### src/rtl/pipe_pkg.sv
// Shared definitions for the generic pipeline stage register and its stage wrappers.
// Holds the occupancy encoding, standard stage widths and control-bit positions.
package pipe_pkg;

    // Occupancy state; the encoding doubles as the entry count.
    typedef enum logic [1:0] {
        EMPTY = 2'd0,
        ONE   = 2'd1,
        FULL  = 2'd2
    } stage_state_t;

    localparam int XLEN    = 32;
    localparam int REG_IDX = 5;
    localparam int CTRL_W  = 4;

    // Payload widths of the standard stages (fields concatenated by the wrappers).
    localparam int IF_ID_PAYLOAD_W  = 2 * XLEN;               // pc, inst
    localparam int ID_EX_PAYLOAD_W  = 4 * XLEN + REG_IDX;     // pc, rs1, rs2, imm, rd
    localparam int EX_MEM_PAYLOAD_W = 2 * XLEN + REG_IDX;     // alu result, store data, rd
    localparam int MEM_WB_PAYLOAD_W = XLEN + REG_IDX;         // writeback data, rd

    localparam int IF_ID_CTRL_W  = CTRL_W;
    localparam int ID_EX_CTRL_W  = CTRL_W;
    localparam int EX_MEM_CTRL_W = CTRL_W;
    localparam int MEM_WB_CTRL_W = CTRL_W;

    // Bit positions inside the control field.
    localparam int RD_W_EN  = 0;
    localparam int CSR_W_EN = 1;
    localparam int MEM_R_EN = 2;
    localparam int MEM_W_EN = 3;

endpackage

### src/rtl/pipe_skid_reg.sv
// Generic pipeline stage register: two-entry skid buffer with valid/ready handshake,
// registered in_ready, synchronous flush and control-bit clearing on every bubble.
module pipe_skid_reg
    import pipe_pkg::*;
#(
    parameter int PAYLOAD_W = 32,
    parameter int CTRL_W    = 4
) (
    input  logic                 clk,
    input  logic                 rst,
    input  logic                 flush,
    input  logic                 in_valid,
    output logic                 in_ready,
    input  logic [PAYLOAD_W-1:0] in_payload,
    input  logic [CTRL_W-1:0]    in_ctrl,
    output logic                 out_valid,
    input  logic                 out_ready,
    output logic [PAYLOAD_W-1:0] out_payload,
    output logic [CTRL_W-1:0]    out_ctrl,
    output logic [1:0]           out_count
);

    stage_state_t         state;
    logic                 ready_q;
    logic [PAYLOAD_W-1:0] main_payload;
    logic [PAYLOAD_W-1:0] skid_payload;
    logic [CTRL_W-1:0]    main_ctrl;
    logic [CTRL_W-1:0]    skid_ctrl;

    logic accept;
    logic pop;

    assign accept = in_valid & ready_q;
    assign pop    = out_valid & out_ready;

    // All outputs come straight from flops, so nothing combinational crosses the stage.
    assign in_ready    = ready_q;
    assign out_valid   = (state != EMPTY);
    assign out_payload = main_payload;
    assign out_ctrl    = main_ctrl;
    assign out_count   = state;

    // NOTE: sequential state uses non-blocking assignments only, so every branch
    // below reads the pre-edge values regardless of statement order.
    always_ff @(posedge clk or posedge rst) begin
        if (rst) begin
            state        <= EMPTY;
            ready_q      <= 1'b1;
            main_payload <= '0;
            skid_payload <= '0;
            main_ctrl    <= '0;
            skid_ctrl    <= '0;
        end else if (flush) begin
            // Payloads hold their contents; only control bits are killed.
            state     <= EMPTY;
            ready_q   <= 1'b1;
            main_ctrl <= '0;
            skid_ctrl <= '0;
        end else begin
            case (state)
                EMPTY: begin
                    if (accept) begin
                        main_payload <= in_payload;
                        main_ctrl    <= in_ctrl;
                        state        <= ONE;
                    end
                end
                ONE: begin
                    if (accept && pop) begin
                        main_payload <= in_payload;
                        main_ctrl    <= in_ctrl;
                    end else if (accept) begin
                        skid_payload <= in_payload;
                        skid_ctrl    <= in_ctrl;
                        state        <= FULL;
                        ready_q      <= 1'b0;
                    end else if (pop) begin
                        main_ctrl <= '0;
                        state     <= EMPTY;
                    end
                end
                FULL: begin
                    // in_ready is low here, so only a pop can move the state.
                    if (pop) begin
                        main_payload <= skid_payload;
                        main_ctrl    <= skid_ctrl;
                        skid_ctrl    <= '0;
                        state        <= ONE;
                        ready_q      <= 1'b1;
                    end
                end
                default: begin
                    state     <= EMPTY;
                    ready_q   <= 1'b1;
                    main_ctrl <= '0;
                    skid_ctrl <= '0;
                end
            endcase
        end
    end

endmodule

### config.mk
export PLATFORM = sky130hd
export DESIGN_NAME = pipe_skid_reg
export DESIGN_NICKNAME = d
export VERILOG_FILES = /design/src/rtl/pipe_pkg.sv /design/src/rtl/pipe_skid_reg.sv
export SDC_FILE = /design/constraint.sdc
export NUM_CORES = 1
export LEC_CHECK = 0
export CORE_UTILIZATION = 44
export DETAILED_ROUTE_END_ITERATION = 10
export GPL_TIMING_DRIVEN = 0
export PLACE_DENSITY = 0.75
export SYNTH_ARGS = -nofsm -noshare
export SYNTH_HDL_FRONTEND = slang
export SYNTH_SLANG_ARGS = --single-unit
### constraint.sdc
create_clock -name clk -period 1.92 [get_ports clk]
set_input_delay 0.192 -clock clk [delete_from_list [all_inputs] [get_ports clk]]
set_output_delay 0.192 -clock clk [all_outputs]
set_load 0.05 [all_outputs]
## Word-level counts from Yosys, hierarchy flattened

Index checks and enable logic that the tools add are counted.

| operators by class | value |
|---|---|
| reductions and logical operators | 9 |
| bitwise gates (word level) | 4 |
| mux-type cells | 26 |
| equality and inequality tests | 13 |

Operator list:

| operator | count |
|---|---|
| $mux 32 | 3 |
| $pmux 32 s3 | 1 |
| $mux 4 | 8 |
| $pmux 4 s3 | 2 |
| $reduce_and 4->1 | 4 |
| $mux 2 | 6 |
| $ne 3x3->1 const B | 4 |
| $ne 4x4->1 const B | 3 |
| $ne 2x2->1 const B | 4 |
| $pmux 2 s3 | 1 |
| $reduce_and 5->1 | 1 |
| $mux 1 | 4 |
| $pmux 1 s3 | 1 |
| $reduce_bool 3->1 | 1 |
| $and 1x1->1 | 2 |
| $eq 2x1->1 const B | 1 |
| $eq 2x2->1 const B | 1 |
| $logic_not 2->1 | 1 |
| $not 1->1 | 2 |
| $reduce_bool 2->1 | 1 |
| $logic_and 1x1->1 | 1 |

| storage, ports and cells | value |
|---|---|
| register bits | 75 |
| logic and storage cells | 58 |

## Logic depth before layout (Yosys ltp)

| depth | value |
|---|---|
| depth in word-level cells | 7 |
| gate-level depth with buffers | 7 |
| mapped depth without buffers | 4 |

## Least setup slack after synthesis

OpenSTA, ideal clock, no wires.

| path | value |
|---|---|
| path kind | register to register |
| from | register state[0], in the netlist out_count[0] |
| to | register skid_payload[10] |
| path slack | 89 ps |
| buffers on the path | 2 |
| library setup time | 125 ps |
| arrival | 1,707 ps |
| cell stages (with the launch flop) | 6 |
| data required time | 1,795 ps |
| cell sequence | dfrtp_1 nor2b_1 buf_2 nand4_1 buf_2 mux2_2 |

| between the ends | value |
|---|---|
| word-level cells in the longest chain between the ends | 5 |
| elaborated cells on any way between the ends | 6 |
| those cells by class | eq/ne: 1; bitwise: 2; reduce/logical: 3 |

Ends and longest elaborated chain:

| item | line | source |
|---|---|---|
| start, declared | pipe_skid_reg.sv:23 | `stage_state_t state;` |
| start signal, assigned | pipe_skid_reg.sv:47 | `state <= EMPTY;` |
| start signal, assigned | pipe_skid_reg.sv:55 | `state <= EMPTY;` |
| start signal, assigned | pipe_skid_reg.sv:65 | `state <= ONE;` |
| $reduce_bool 2->1 | pipe_skid_reg.sv:38 | `assign out_valid = (state != EMPTY);` |
| $and 1x1->1 | pipe_skid_reg.sv:34 | `assign pop = out_valid & out_ready;` |
| $logic_and 1x1->1 | pipe_skid_reg.sv:69 | `if (accept && pop) begin` |
| $not 1->1 (no source line) | - |  |
| $reduce_and 4->1 (no source line) * | - |  |
| end signal, assigned | pipe_skid_reg.sv:73 | `skid_payload <= in_payload;` |
| end, declared | pipe_skid_reg.sv:26 | `logic [PAYLOAD_W-1:0] skid_payload;` |

Every way passes the cells marked *; elsewhere a longest branch is shown, timed or not.
A chain may end at the register's enable or synchronous reset.

## Worst setup path after layout

| path | value |
|---|---|
| from | register ready_q, in the netlist in_ready |
| to | output port in_ready |

RTL lines:

| item | line | source |
|---|---|---|
| start, declared | pipe_skid_reg.sv:24 | `logic ready_q;` |
| start signal, assigned | pipe_skid_reg.sv:48 | `ready_q <= 1'b1;` |
| start signal, assigned | pipe_skid_reg.sv:56 | `ready_q <= 1'b1;` |
| start signal, assigned | pipe_skid_reg.sv:76 | `ready_q <= 1'b0;` |
| end, declared | pipe_skid_reg.sv:13 | `output logic in_ready,` |

No word-level cell between the ends.

==> impl_metrics.tcl <==
set metrics [dict create \
    status "finished clean" \
    reg2regPathDepth 7 \
    relSlewSlack_pct 62.9 \
    cap_viol_max_count 0 \
    rsz0062_at_grt "false" \
    first_iter_violations 61 \
    place_congestion 0.784 \
    power.internal_mw 3.36 \
    drtAntennaViolNets 0 \
    clk-insertion-delay-late_ns 0.34 \
    crit_path_max_incr_delay_ns 0.79 \
    ys_warn_count 0 \
    max_freq_mhz 542 \
    cts_tree "yes" \
    wl_per_cell_um 15.0 \
    drive_gt1_share_pct 20.2 \
    ys_seq_area_share_pct 56.8 \
    grt_overflow_total 0 \
    crit_fanout 2 \
    switchingPower_mw 1.73 \
    final_core_util_pct 62.0 \
    area_delta_synth_final_pct 36.0 \
    fillers 617 \
    power_frac_seq_pct 42.9 \
    cp_top_family "buffers and inverters" \
    cp_slowest_cell "clkdlybuf4s50_1" \
    syn_avg_cell_area_um2 11.9 \
    ys_ff_latch 75 \
    antenna_found_initial 0 \
    antenna_cells 0 \
    ioPinCount 81 \
    reg2reg_to "out_payload[6]$_DFFE_PP0P_" \
    place_hpwl_um 5030 \
    skew_ns 0.0114 \
    fp.coreArea_mm2 0.00725 \
    comb_power_share_pct 31.8 \
    netlist_area_mm2 0.00331 \
    r2r-start "in_ready$_DFFE_PP1P_" \
    drt_pass1_iterations 4 \
    hold_violations 0 \
    cts_num_sinks 75 \
    crit_buf_inv 1 \
    floorplan.die_area_mm2 0.00787 \
    vias 2438 \
    swShare_pct 34.0 \
    die_h_um 88.7 \
    numPortBuffers 78 \
    cts_buffers 9 \
    start_kind "flip-flop" \
    cp.arrival_ns 1.65 \
    synth.distinct_cells 29 \
    crit_chain "clkdlybuf4s50_1" \
    drt_drc_violations_left 0 \
    grt_pass1_wl_um 11700 \
    layout.nets 413 \
    setup_viol 0 \
    worst_pin_slew_ns 0.555 \
    required_ns 1.73 \
    drv_slew 0 \
    p_leak_nw 1.95 \
    p_clk_share_pct 25.3 \
    tns_ns 0 \
    track_usage_pct 19.9 \
    min_period_over_period_pct 96.2 \
    holdWs_ns 0.225 \
    min_period_ns 1.85 \
    synthCells 278 \
    ctsLongestPathBuffers 2 \
    worstHoldPathType "input port to asynchronous set/reset pin" \
    grt_start_max_net_pins 29 \
    vias_per_cell 5.12 \
    rows 31 \
    criticalPathCategory "flip-flop to output port" \
    start_util_pct 45.6 \
    clock-root-buffer "clkbuf_8" \
    hold_buffers 0 \
    p_per_area_mw_per_mm2 1130 \
    crit_path_end_kind "output port" \
    ir_worst_vdd_v 0.000570 \
    dieWidth_um 88.7 \
    clkSlewWorstSetupHoldPaths_ns 0.07 \
    grt_pass1_vias 2466 \
    r2r_slack_ns 0.09 \
    wl_um 7140 \
    syn_nets 319 \
    htree_levels 3 \
]
[Yosys cell counts]
| cell type | number | area share [%] |
|---|---|---|
| nand3b_1 | 1 | 0.23 |
| buf_2 | 16 | 2.4 |
| a41o_1 | 4 | 1.2 |
| dfrtp_1 | 74 | 56 |
| nand3_1 | 1 | 0.15 |
| o31ai_4 | 1 | 0.64 |
| nor2_1 | 3 | 0.34 |
| or2_2 | 1 | 0.19 |
| dfstp_2 | 1 | 0.79 |
| o21ai_0 | 27 | 4.1 |
| buf_1 | 1 | 0.11 |
| nor3b_1 | 4 | 0.91 |
| nand2_1 | 43 | 4.9 |
| a22o_1 | 4 | 1.1 |
| and3b_1 | 2 | 0.53 |
| a21o_1 | 1 | 0.23 |
| nand4_1 | 1 | 0.19 |
| o22a_1 | 1 | 0.26 |
| clkbuf_1 | 3 | 0.34 |
| mux2_2 | 32 | 11 |
| and4bb_2 | 1 | 0.38 |
| and4b_1 | 1 | 0.30 |
| nor2b_1 | 2 | 0.38 |
| o22ai_1 | 1 | 0.19 |
| o21ai_1 | 10 | 1.5 |
| mux2i_1 | 36 | 11 |
| a21oi_1 | 3 | 0.45 |
| inv_1 | 2 | 0.23 |
| a211oi_1 | 1 | 0.23 |
[metrics by stage]
| stage | power [mW] | cell area (µm²) | std cells | setup WS, ns |
|---|---|---|---|---|
| 2_1_floorplan | 3.24 | 3310 | 278 | 0.0887 |
| 3_3_place_gp | 3.77 | 4220 | 455 | -0.105 |
| 3_5_place_dp | 3.84 | 4260 | 457 | -0.157 |
| 4_1_cts | 5.14 | 4480 | 474 | 0.0286 |
| 5_1_grt | 5.35 | 4500 | 476 | 0.00921 |
| 6_report | 5.10 | 4500 | 476 | 0.0738 |
[cells by family after synthesis]
group / Yosys count / share of synthesized area, %
and+or+nand+nor: 60 / 8.47
muxes: 68 / 21.8
buffers and inverters: 22 / 3.10
AOI/OAI and AO/OA: 53 / 9.87
DFF: 75 / 56.8
[worst max path at each step]
stage	endpoint	startpoint	slack, ns	cells past startpoint
4_1_cts	out_valid	out_count[0]$_DFFE_PP0P_	0.03	3
3_5_place_dp	out_payload[6]$_DFFE_PP0P_	in_valid	-0.16	7
3_3_place_gp	out_payload[12]$_DFFE_PP0P_	in_valid	-0.10	6
5_1_grt	out_payload[6]$_DFFE_PP0P_	in_ready$_DFFE_PP1P_	0.009	7
6_report	in_ready	in_ready$_DFFE_PP1P_	0.07	1
2_1_floorplan	skid_payload[10]$_DFFE_PP0P_	out_count[0]$_DFFE_PP0P_	0.09	5
[power by group through the flow]
stage	clock (mW)	sequential, mW	combinational, mW
after floorplan	0	2.75	0.499
after global placement	0	2.19	1.58
after detailed placement	0	2.21	1.63
after CTS	1.33	2.18	1.63
after global routing	1.38	2.23	1.74
final	1.29	2.18	1.62
[routing by layer]
metal | up-vias | track usage, % | part of all wire [%]
met5 | - | 0 | 0
met4 | 0 | 9.82 | 1.6
met3 | 12 | 4.20 | 5.2
met2 | 76 | 31.5 | 48
met1 | 1179 | 26.1 | 45
li1 | 1171 | - | -
[state kept, by name, indices dropped and copies added (netlist names)]
name	cells
skid_payload	32
in_ready	1
out_count	2
skid_ctrl	4
out_payload	32
out_ctrl	4
[layout make-up]
type / instances / area, µm² / share of cell area, %
well taps: 99 / 124 / 2.75
flip-flops and latches: 75 / 1880 / 41.8
clock buffers: 11 / 131 / 2.92
plain buffers: 20 / 104 / 2.31
inverters: 2 / 11.3 / 0.250
multi-input cells: 181 / 1330 / 29.5
repair buffers: 83 / 845 / 18.8
clock inverters: 5 / 77.6 / 1.72
[what timing repair did]
item	in CTS	in global routing
setup buffers	1	2
pin swaps	1	1
resized for setup	4	6
setup endpoints to repair	16	29
[cell usage in the layout (no fill, tap or decap), drive strengths merged]
cell type / n
nor3b: 4
or2: 1
clkdlybuf4s50: 77
nand3b: 1
and3b: 2
nand3: 1
nand2: 43
nor2: 3
mux2i: 36
nor2b: 2
nand4: 1
and4bb: 1
dfstp: 1
clkinv: 2
a211oi: 1
a21oi: 3
buf: 20
o22ai: 1
inv: 1
clkinvlp: 2
mux2: 32
o22a: 1
clkdlybuf4s15: 1
a22o: 4
o21ai: 37
o31ai: 1
a21o: 1
clkbuf: 16
dfrtp: 74
bufinv: 2
a41o: 4
and4b: 1
Power figures use the tool's default switching activity.
